--- src/rtl/ext_mem_driver_if.sv ---
`default_nettype none
// ============================================================================
//  Module   : ext_mem_driver_if
//  Purpose  : Core command/response channels plus the packed 70-bit memory port.
//  Revision : 1.0
// ============================================================================
interface ext_mem_driver_if;
    logic        cmd_valid;
    logic        cmd_ready;
    logic [3:0]  cmd_byte_en;
    logic [31:0] cmd_addr;
    logic [31:0] cmd_data;

    logic        rsp_valid;
    logic        rsp_ready;
    logic [3:0]  rsp_byte_en;
    logic [31:0] rsp_addr;
    logic [31:0] rsp_data;

    // mem_arg = {get_valid, put_valid, put_request}; mem_out = {get_ready, put_ready, get_response}
    logic [69:0] mem_arg;
    logic [69:0] mem_out;

    modport master (
        input  cmd_valid, cmd_byte_en, cmd_addr, cmd_data,
        output cmd_ready,
        output rsp_valid, rsp_byte_en, rsp_addr, rsp_data,
        input  rsp_ready,
        output mem_arg,
        input  mem_out
    );

    modport slave (
        output cmd_valid, cmd_byte_en, cmd_addr, cmd_data,
        input  cmd_ready,
        input  rsp_valid, rsp_byte_en, rsp_addr, rsp_data,
        output rsp_ready,
        input  mem_arg,
        output mem_out
    );
endinterface
`default_nettype wire

--- src/rtl/ext_mem_driver.sv ---
`default_nettype none
// ============================================================================
//  Module   : ext_mem_driver
//  Purpose  : Initiator adapter: core load/store commands -> put/get memory port.
//             Optional statistics outputs enabled by EXT_MEM_DRV_STATS_EN.
//  Revision : 1.0
// ============================================================================
module ext_mem_driver #(
    parameter int MAX_OUTSTANDING = 4,
    parameter int RSP_DEPTH       = 2
) (
    input  logic             CLK,
    input  logic             RST,
    ext_mem_driver_if.master bus
`ifdef EXT_MEM_DRV_STATS_EN
    ,
    output logic [31:0]      stat_puts,
    output logic [31:0]      stat_gets,
    output logic [3:0]       stat_max_out
`endif
);
    localparam int                 c_PTR_W   = (RSP_DEPTH > 1) ? $clog2(RSP_DEPTH) : 1;
    localparam int                 c_CNT_W   = c_PTR_W + 1;
    localparam logic [4:0]         c_MAX_OUT = 5'(MAX_OUTSTANDING);
    localparam logic [c_CNT_W-1:0] c_DEPTH   = c_CNT_W'(RSP_DEPTH);

    logic               r_req_full;
    logic [67:0]        r_req;
    logic [3:0]         r_outstanding;
    logic [67:0]        r_fifo [RSP_DEPTH];
    logic [c_PTR_W-1:0] r_wr_ptr;
    logic [c_PTR_W-1:0] r_rd_ptr;
    logic [c_CNT_W-1:0] r_count;

    logic               w_put_ready;
    logic               w_get_ready;
    logic [67:0]        w_get_response;
    logic               w_put_fire;
    logic               w_get_fire;
    logic               w_get_valid;
    logic               w_cmd_ready;
    logic               w_cmd_fire;
    logic               w_rsp_valid;
    logic               w_rsp_full;
    logic               w_pop;
    logic [4:0]         w_out_cap;
    logic [3:0]         w_out_next;

    assign w_get_ready    = bus.mem_out[69];
    assign w_put_ready    = bus.mem_out[68];
    assign w_get_response = bus.mem_out[67:0];

    assign w_rsp_valid = (r_count != '0);
    assign w_rsp_full  = (r_count == c_DEPTH);
    assign w_pop       = w_rsp_valid & bus.rsp_ready;

    assign w_put_fire  = r_req_full & w_put_ready;
    assign w_get_valid = (r_outstanding != 4'd0) & ~w_rsp_full;
    assign w_get_fire  = w_get_valid & w_get_ready;

    // A request sitting in the register already counts against the cap.
    assign w_out_cap   = {1'b0, r_outstanding} + {4'd0, r_req_full};
    assign w_cmd_ready = (~r_req_full | w_put_fire) & (w_out_cap < c_MAX_OUT);
    assign w_cmd_fire  = bus.cmd_valid & w_cmd_ready;

    always_comb begin
        w_out_next = r_outstanding;
        if (w_put_fire && !w_get_fire) begin
            w_out_next = r_outstanding + 4'd1;
        end else if (!w_put_fire && w_get_fire) begin
            w_out_next = r_outstanding - 4'd1;
        end
    end

    always_ff @(posedge CLK) begin
        if (RST) begin
            r_req_full    <= 1'b0;
            r_req         <= 68'd0;
            r_outstanding <= 4'd0;
        end else begin
            r_outstanding <= w_out_next;
            if (w_cmd_fire) begin
                r_req      <= {bus.cmd_byte_en, bus.cmd_addr, bus.cmd_data};
                r_req_full <= 1'b1;
            end else if (w_put_fire) begin
                r_req_full <= 1'b0;
            end
        end
    end

    // Response FIFO: pointers wrap naturally because the depth is a power of two.
    always_ff @(posedge CLK) begin
        if (RST) begin
            r_wr_ptr <= '0;
            r_rd_ptr <= '0;
            r_count  <= '0;
        end else begin
            if (w_get_fire) begin
                r_wr_ptr <= r_wr_ptr + c_PTR_W'(1);
            end
            if (w_pop) begin
                r_rd_ptr <= r_rd_ptr + c_PTR_W'(1);
            end
            case ({w_get_fire, w_pop})
                2'b10:   r_count <= r_count + c_CNT_W'(1);
                2'b01:   r_count <= r_count - c_CNT_W'(1);
                default: r_count <= r_count;
            endcase
        end
    end

    always_ff @(posedge CLK) begin
        if (w_get_fire) begin
            r_fifo[r_wr_ptr] <= w_get_response;
        end
    end

    assign bus.cmd_ready   = w_cmd_ready;
    assign bus.mem_arg     = {w_get_valid, r_req_full, r_req};
    assign bus.rsp_valid   = w_rsp_valid;
    assign bus.rsp_byte_en = r_fifo[r_rd_ptr][67:64];
    assign bus.rsp_addr    = r_fifo[r_rd_ptr][63:32];
    assign bus.rsp_data    = r_fifo[r_rd_ptr][31:0];

`ifdef EXT_MEM_DRV_STATS_EN
    logic [31:0] r_stat_puts;
    logic [31:0] r_stat_gets;
    logic [3:0]  r_stat_max_out;

    always_ff @(posedge CLK) begin
        if (RST) begin
            r_stat_puts    <= 32'd0;
            r_stat_gets    <= 32'd0;
            r_stat_max_out <= 4'd0;
        end else begin
            if (w_put_fire) begin
                r_stat_puts <= r_stat_puts + 32'd1;
            end
            if (w_get_fire) begin
                r_stat_gets <= r_stat_gets + 32'd1;
            end
            if (w_out_next > r_stat_max_out) begin
                r_stat_max_out <= w_out_next;
            end
        end
    end

    assign stat_puts    = r_stat_puts;
    assign stat_gets    = r_stat_gets;
    assign stat_max_out = r_stat_max_out;
`endif
endmodule
`default_nettype wire

--- src/flat_wrapper.sv ---
// flat-port wrapper written by rule: the top's interface ports become plain ports
module ext_mem_driver_flat 
#(
    parameter int MAX_OUTSTANDING = 4,
    parameter int RSP_DEPTH       = 2
)
  (CLK, RST, bus_cmd_valid, bus_cmd_byte_en, bus_cmd_addr, bus_cmd_data, bus_cmd_ready, bus_rsp_valid, bus_rsp_byte_en, bus_rsp_addr, bus_rsp_data, bus_rsp_ready, bus_mem_arg, bus_mem_out);
  ext_mem_driver_if bus_i ();
  input  logic CLK;
  input  logic RST;
  input wire logic [$bits(bus_i.cmd_valid)-1:0] bus_cmd_valid;
  input wire logic [$bits(bus_i.cmd_byte_en)-1:0] bus_cmd_byte_en;
  input wire logic [$bits(bus_i.cmd_addr)-1:0] bus_cmd_addr;
  input wire logic [$bits(bus_i.cmd_data)-1:0] bus_cmd_data;
  output wire logic [$bits(bus_i.cmd_ready)-1:0] bus_cmd_ready;
  output wire logic [$bits(bus_i.rsp_valid)-1:0] bus_rsp_valid;
  output wire logic [$bits(bus_i.rsp_byte_en)-1:0] bus_rsp_byte_en;
  output wire logic [$bits(bus_i.rsp_addr)-1:0] bus_rsp_addr;
  output wire logic [$bits(bus_i.rsp_data)-1:0] bus_rsp_data;
  input wire logic [$bits(bus_i.rsp_ready)-1:0] bus_rsp_ready;
  output wire logic [$bits(bus_i.mem_arg)-1:0] bus_mem_arg;
  input wire logic [$bits(bus_i.mem_out)-1:0] bus_mem_out;
  assign bus_i.cmd_valid = bus_cmd_valid;
  assign bus_i.cmd_byte_en = bus_cmd_byte_en;
  assign bus_i.cmd_addr = bus_cmd_addr;
  assign bus_i.cmd_data = bus_cmd_data;
  assign bus_cmd_ready = bus_i.cmd_ready;
  assign bus_rsp_valid = bus_i.rsp_valid;
  assign bus_rsp_byte_en = bus_i.rsp_byte_en;
  assign bus_rsp_addr = bus_i.rsp_addr;
  assign bus_rsp_data = bus_i.rsp_data;
  assign bus_i.rsp_ready = bus_rsp_ready;
  assign bus_mem_arg = bus_i.mem_arg;
  assign bus_i.mem_out = bus_mem_out;
  ext_mem_driver #(.MAX_OUTSTANDING(MAX_OUTSTANDING), .RSP_DEPTH(RSP_DEPTH)) u_core (.CLK(CLK), .RST(RST), .bus(bus_i));
endmodule
--- config.mk ---
export PLATFORM = sky130hd
export DESIGN_NAME = ext_mem_driver_flat
export DESIGN_NICKNAME = d
export VERILOG_FILES = /design/src/rtl/ext_mem_driver_if.sv /design/src/rtl/ext_mem_driver.sv /design/src/flat_wrapper.sv
export SDC_FILE = /design/constraint.sdc
export NUM_CORES = 1
export LEC_CHECK = 0
export CAP_MARGIN = 5
export CORE_MARGIN = 10
export CORE_UTILIZATION = 43
export CTS_CLUSTER_DIAMETER = 100
export CTS_CLUSTER_SIZE = 16
export DETAILED_ROUTE_END_ITERATION = 7
export PLACE_DENSITY = 0.84
export SLEW_MARGIN = 25
export SYNTH_ARGS = -nofsm -noshare
export SYNTH_HDL_FRONTEND = slang
export SYNTH_SLANG_ARGS = --single-unit
--- constraint.sdc ---
create_clock -name CLK -period 6 [get_ports CLK]
set_input_delay 0.6 -clock CLK [delete_from_list [all_inputs] [get_ports CLK]]
set_output_delay 0.6 -clock CLK [all_outputs]
set_load 0.05 [all_outputs]
# Yosys cells after proc, flatten, opt, wreduce, memory -nomap -nowiden

Memories as Yosys holds them, arrays and structs flattened. A register that Yosys moved wholly into a read port is not among the register bits.
Index checks and enable logic that the tools add are counted.

Bits in latches: 0
Bits in registers: 77
Bits in writable memories: 136
Word-level logic and storage cells: 45
Memories: 1
Bits in read-only memories: 0
Input bits: 142
Output and inout bits: 140

$mul: 0
Equality and inequality tests: 3
Div/mod/pow operators: 0
Bitwise logic cells: 9
$add $sub $neg: 7
Magnitude comparators: 1
Reduce and logical (&&, ||, !) cells: 9
Shifts and indexed selects: 0
Mux-type cells: 9

Memory list:

| memory        | depth | bits a word | read ports | clocked after memory_dff | write ports | line                 | text |
|---|---|---|---|---|---|---|---|
| u_core.r_fifo | 2     | 68          | 1          | 1                        | 1           | ext_mem_driver.sv:30 | `logic [67:0] r_fifo [RSP_DEPTH];` |

Operators with widths:

| cell                                                       | count |
|---|---|
| 2-to-1 mux 4 bit                                           | 2 |
| nonzero test 2 bit                                         | 4 |
| AND 1 bit                                                  | 6 |
| 2-to-1 mux 1 bit                                           | 6 |
| adder 4 x 1 -> 5 bit                                       | 1 |
| less-than comparator 5 x 3 -> 1 bit, second input constant | 1 |
| adder 4 x 1 -> 4 bit, second input constant                | 1 |
| equality test 2 bit, second input constant                 | 2 |
| case mux 2 bit (2 select lines)                            | 1 |
| nonzero test 4 bit                                         | 1 |
| subtractor 4 x 1 -> 4 bit, second input constant           | 1 |
| adder 1 bit, second input constant                         | 2 |
| adder 2 x 1 -> 2 bit, second input constant                | 1 |
| equality test 2 x 1 -> 1 bit, second input constant        | 1 |
| logical AND 1 bit                                          | 2 |
| zero test 1 bit                                            | 2 |
| inverter 1 bit                                             | 2 |
| subtractor 2 x 1 -> 2 bit, second input constant           | 1 |
| OR 1 bit                                                   | 1 |

# Logic depth before layout (Yosys ltp)

Depth in word-level cells: 7
Gate-level depth with buffers: 9

# Worst setup path after synthesis

No wires, ideal clock.

Path kind: input-to-reg
Start: input port bus_mem_out[69]
End: memory u_core.r_fifo[0][0], enable pin
Stages: 3
Library setup time: 0.495 ns
Data arrival time: 3.812 ns
Data required time: 5.505 ns
Setup slack: 1.693 ns
Cell sequence: inv_1 -> a211o_1 -> nor2_1

Longest elaborated chain between the ends: 3

RTL lines:

| what                                   | line                  | text |
|---|---|---|
| from (decl)                            | flat_wrapper.sv:22    | `input wire logic [$bits(bus_i.mem_out)-1:0] bus_mem_out;` |
| AND 1 bit                              | ext_mem_driver.sv:59  | `assign w_get_fire = w_get_valid & w_get_ready;` |
| 2-to-1 mux 1 bit                       | ext_mem_driver.sv:113 | `if (w_get_fire) begin` |
| 2-to-1 mux 1 bit (not written as such) | ext_mem_driver.sv:114 | `r_fifo[r_wr_ptr] <= w_get_response;` |
| to (decl)                              | ext_mem_driver.sv:30  |  |

No other way between the ends.

==> flow_summary.yaml <==
outcome:
  status: "finished clean"
logic_synthesis:
  async_reset_ff_share_pct: 0
  synth_area_per_cell_um2: 13.6
  synth_warnings: 0
  syn_inst: 572
  ys_ff_latch: 214
  synthTopCellsByCount: "edfxtp_1, nand2_1, dfxtp_1, a21oi_1, mux2_2"
  synth_edf_count: 136
  synth_cell_type_count: 31
  synth-main-ff-cell: "edfxtp_1"
  syn_area_mm2: 0.00779
  synth_area_leader_cell: "edfxtp_1"
  synth.area.top_cells: "edfxtp_1, dfxtp_1, mux2_2, nand2_1, a21oi_1"
  synth_top_cell_area_share_pct: 52.4
  syn-num-nets: 719
  yosysSeqAreaShare_pct: 72.4
floorplan:
  dieWidth_um: 155
  fp-row-count: 49
  core_area_mm2: 0.0179
  start_util_pct: 43.5
  fp.dieArea_mm2: 0.0239
  io_pins: 282
  chipHeight_um: 155
clock_tree:
  clkTransAtPathRegs_ps: 70
  hold_buffers: 0
  numCtsBuffers: 17
  cts_setup_buffers: 0
  cts_tree: "built"
  cts_resized: 0
  numClockSinks: 214
  cts-root-buf: "clkbuf_16"
  clockBufferDepth: 3
  insertion_delay_ps: 460
  htree_levels: 1
sta:
  fin_tns_setup_ps: 0
  maxSlewHeadroom_pct: 37.1
  rsz0062_at_grt: "no"
  fmaxAchievable_ghz: 0.303
  setup_viol: 0
  slew_viol_final: 0
  fin_ws_ps: 2700
  finalCritPeriodShare_pct: 55.0
  tightest_slew_ps: 944
  hold_violations: 0
  fin_skew_ps: 12.9
  period_needed_ps: 3300
grt:
  grt_first_pass_wirelength_um: 31400
  grt_max_degree: 69
  track_usage_pct: 16.3
  grt_pass1_vias: 5499
  overflow: 0
  antenna_found_initial: 1
final_layout:
  syn2layout_area_growth_pct: 44.4
  design_area_mm2: 0.0113
  layout-drive-gt1-share_pct: 11.8
  finish.utilization_pct: 62.9
  fin_nets: 991
  fin_cells: 1083
routing:
  wl_per_cell_um: 19.0
  routed-via-count: 5352
  drcViolationCount: 0
  totalWireLength_um: 20600
  dr.first_iter.drc_count: 182
  via_per_inst: 4.94
  drt-pass1-iter-count: 4
  ant_nets: 0
critical_path:
  required_ps: 5400
  reg2regPathDepth: 9
  critical_path_class: "register to primary output"
  cp_max_fo: 68
  startpoint_type: "register"
  rr_endpoint: "u_core.r_outstanding[3]$_SDFFE_PP0P_"
  crit_end: "bus_rsp_data[12]"
  worstPathArrival_ps: 2700
  timing.reg2reg.setup_slack_ps: 3250
  r2r_start: "u_core.r_outstanding[0]$_SDFFE_PP0P_"
  crit_path_end_kind: "primary output"
place:
  place_hpwl_um: 14700
  post-place-cells: 1054
  place_congestion: 0.709
  place_area_mm2: 0.0108
  dp_slack_ps: 2880
  portBuffers: 281
hold_path:
  hold_path_class: "register to register"
run:
  cap_violations: 0
power:
  p_leak_nw: 3.87
  ir_drop_uv: 377
  power_density_mw_per_mm2: 518
## layout make-up
type	count	area [µm²]
sequential	214	5650
clock inverter	1	11.3
multi-input combinational	319	1980
tap	229	287
clock buffer	27	463
timing repair buffer	287	2850
antenna	1	2.50
inverter	5	18.8
fill	1376	6650
## critical path, cell delays in order, from the launching register on
cell and delay, ps:
dfxtp_2 310, buf_4 670, mux2_2 450, clkdlybuf4s50_1 710
## sequential cells by signal, summed over array words and instances, names as in the netlist, named ones only
| name | flops |
|---|---|
| u_core.r_count | 2 |
| u_core.r_fifo | 136 |
| u_core.r_outstanding | 4 |
| u_core.r_rd_ptr | 1 |
| u_core.r_req | 68 |
| u_core.r_req_full | 1 |
| u_core.r_wr_ptr | 1 |
## where the power goes
part           internal [mW]  switching [mW]
clock network          0.533           0.475
logic                  0.940            1.81
registers               1.95           0.119
## through the flow
step / hold slack (ps) / power (mW)
global placement: 440 / 4.84
finish: 453 / 5.83
floorplan: 471 / 3.96
detailed placement: 446 / 4.88
global route: 473 / 6.09
CTS: 456 / 5.90
## worst min path at each step
stage	start	end	slack, ps	cells past startpoint
final	u_core.r_req[3]$_SDFFE_PP0P_	u_core.r_req[3]$_SDFFE_PP0P_	450	2
after global routing	u_core.r_req[5]$_SDFFE_PP0P_	u_core.r_req[5]$_SDFFE_PP0P_	470	2
after CTS	u_core.r_req[52]$_SDFFE_PP0P_	u_core.r_req[52]$_SDFFE_PP0P_	460	2
after detailed placement	u_core.r_req[20]$_SDFFE_PP0P_	u_core.r_req[20]$_SDFFE_PP0P_	450	2
after global placement	u_core.r_req[51]$_SDFFE_PP0P_	u_core.r_req[51]$_SDFFE_PP0P_	440	2
after floorplan	u_core.r_req_full$_SDFFE_PP0P_	u_core.r_req_full$_SDFFE_PP0P_	470	2
## metal layers
layer | part of all wire [%] | track usage, %
met1 | 38 | 18.5
met2 | 46 | 26.1
met3 | 14 | 9.29
met4 | 1.6 | 4.00
met5 | 0 | 0
## layout by cell type, fill, tap and decap left out, types with 2 or more instances in the layout
cell type	n
a21oi_1	73
and2_1	2
buf_4	6
clkbuf_1	10
clkbuf_16	17
clkdlybuf4s50_1	280
dfxtp_1	77
edfxtp_1	136
ha_1	4
inv_1	5
mux2_2	69
nand2_1	136
nor2_1	11
nor2_4	2
xnor2_1	4
xor2_1	2
## cell families (layout without fill, tap and decap cells)
group,Yosys count,count (layout),share of synthesized area [%]
flip-flops,214,214,72.4
AND/OR/NAND/NOR,157,157,7.80
AO/OA/AOI/OAI,81,81,5.57
multiplexers,70,70,10.1
buffers and inverters,39,320,2.54
XOR/XNOR,6,6,0.674
adder cells (fa/ha/maj),5,5,0.899
other,0,1,0
Power figures use the tool's default switching activity.
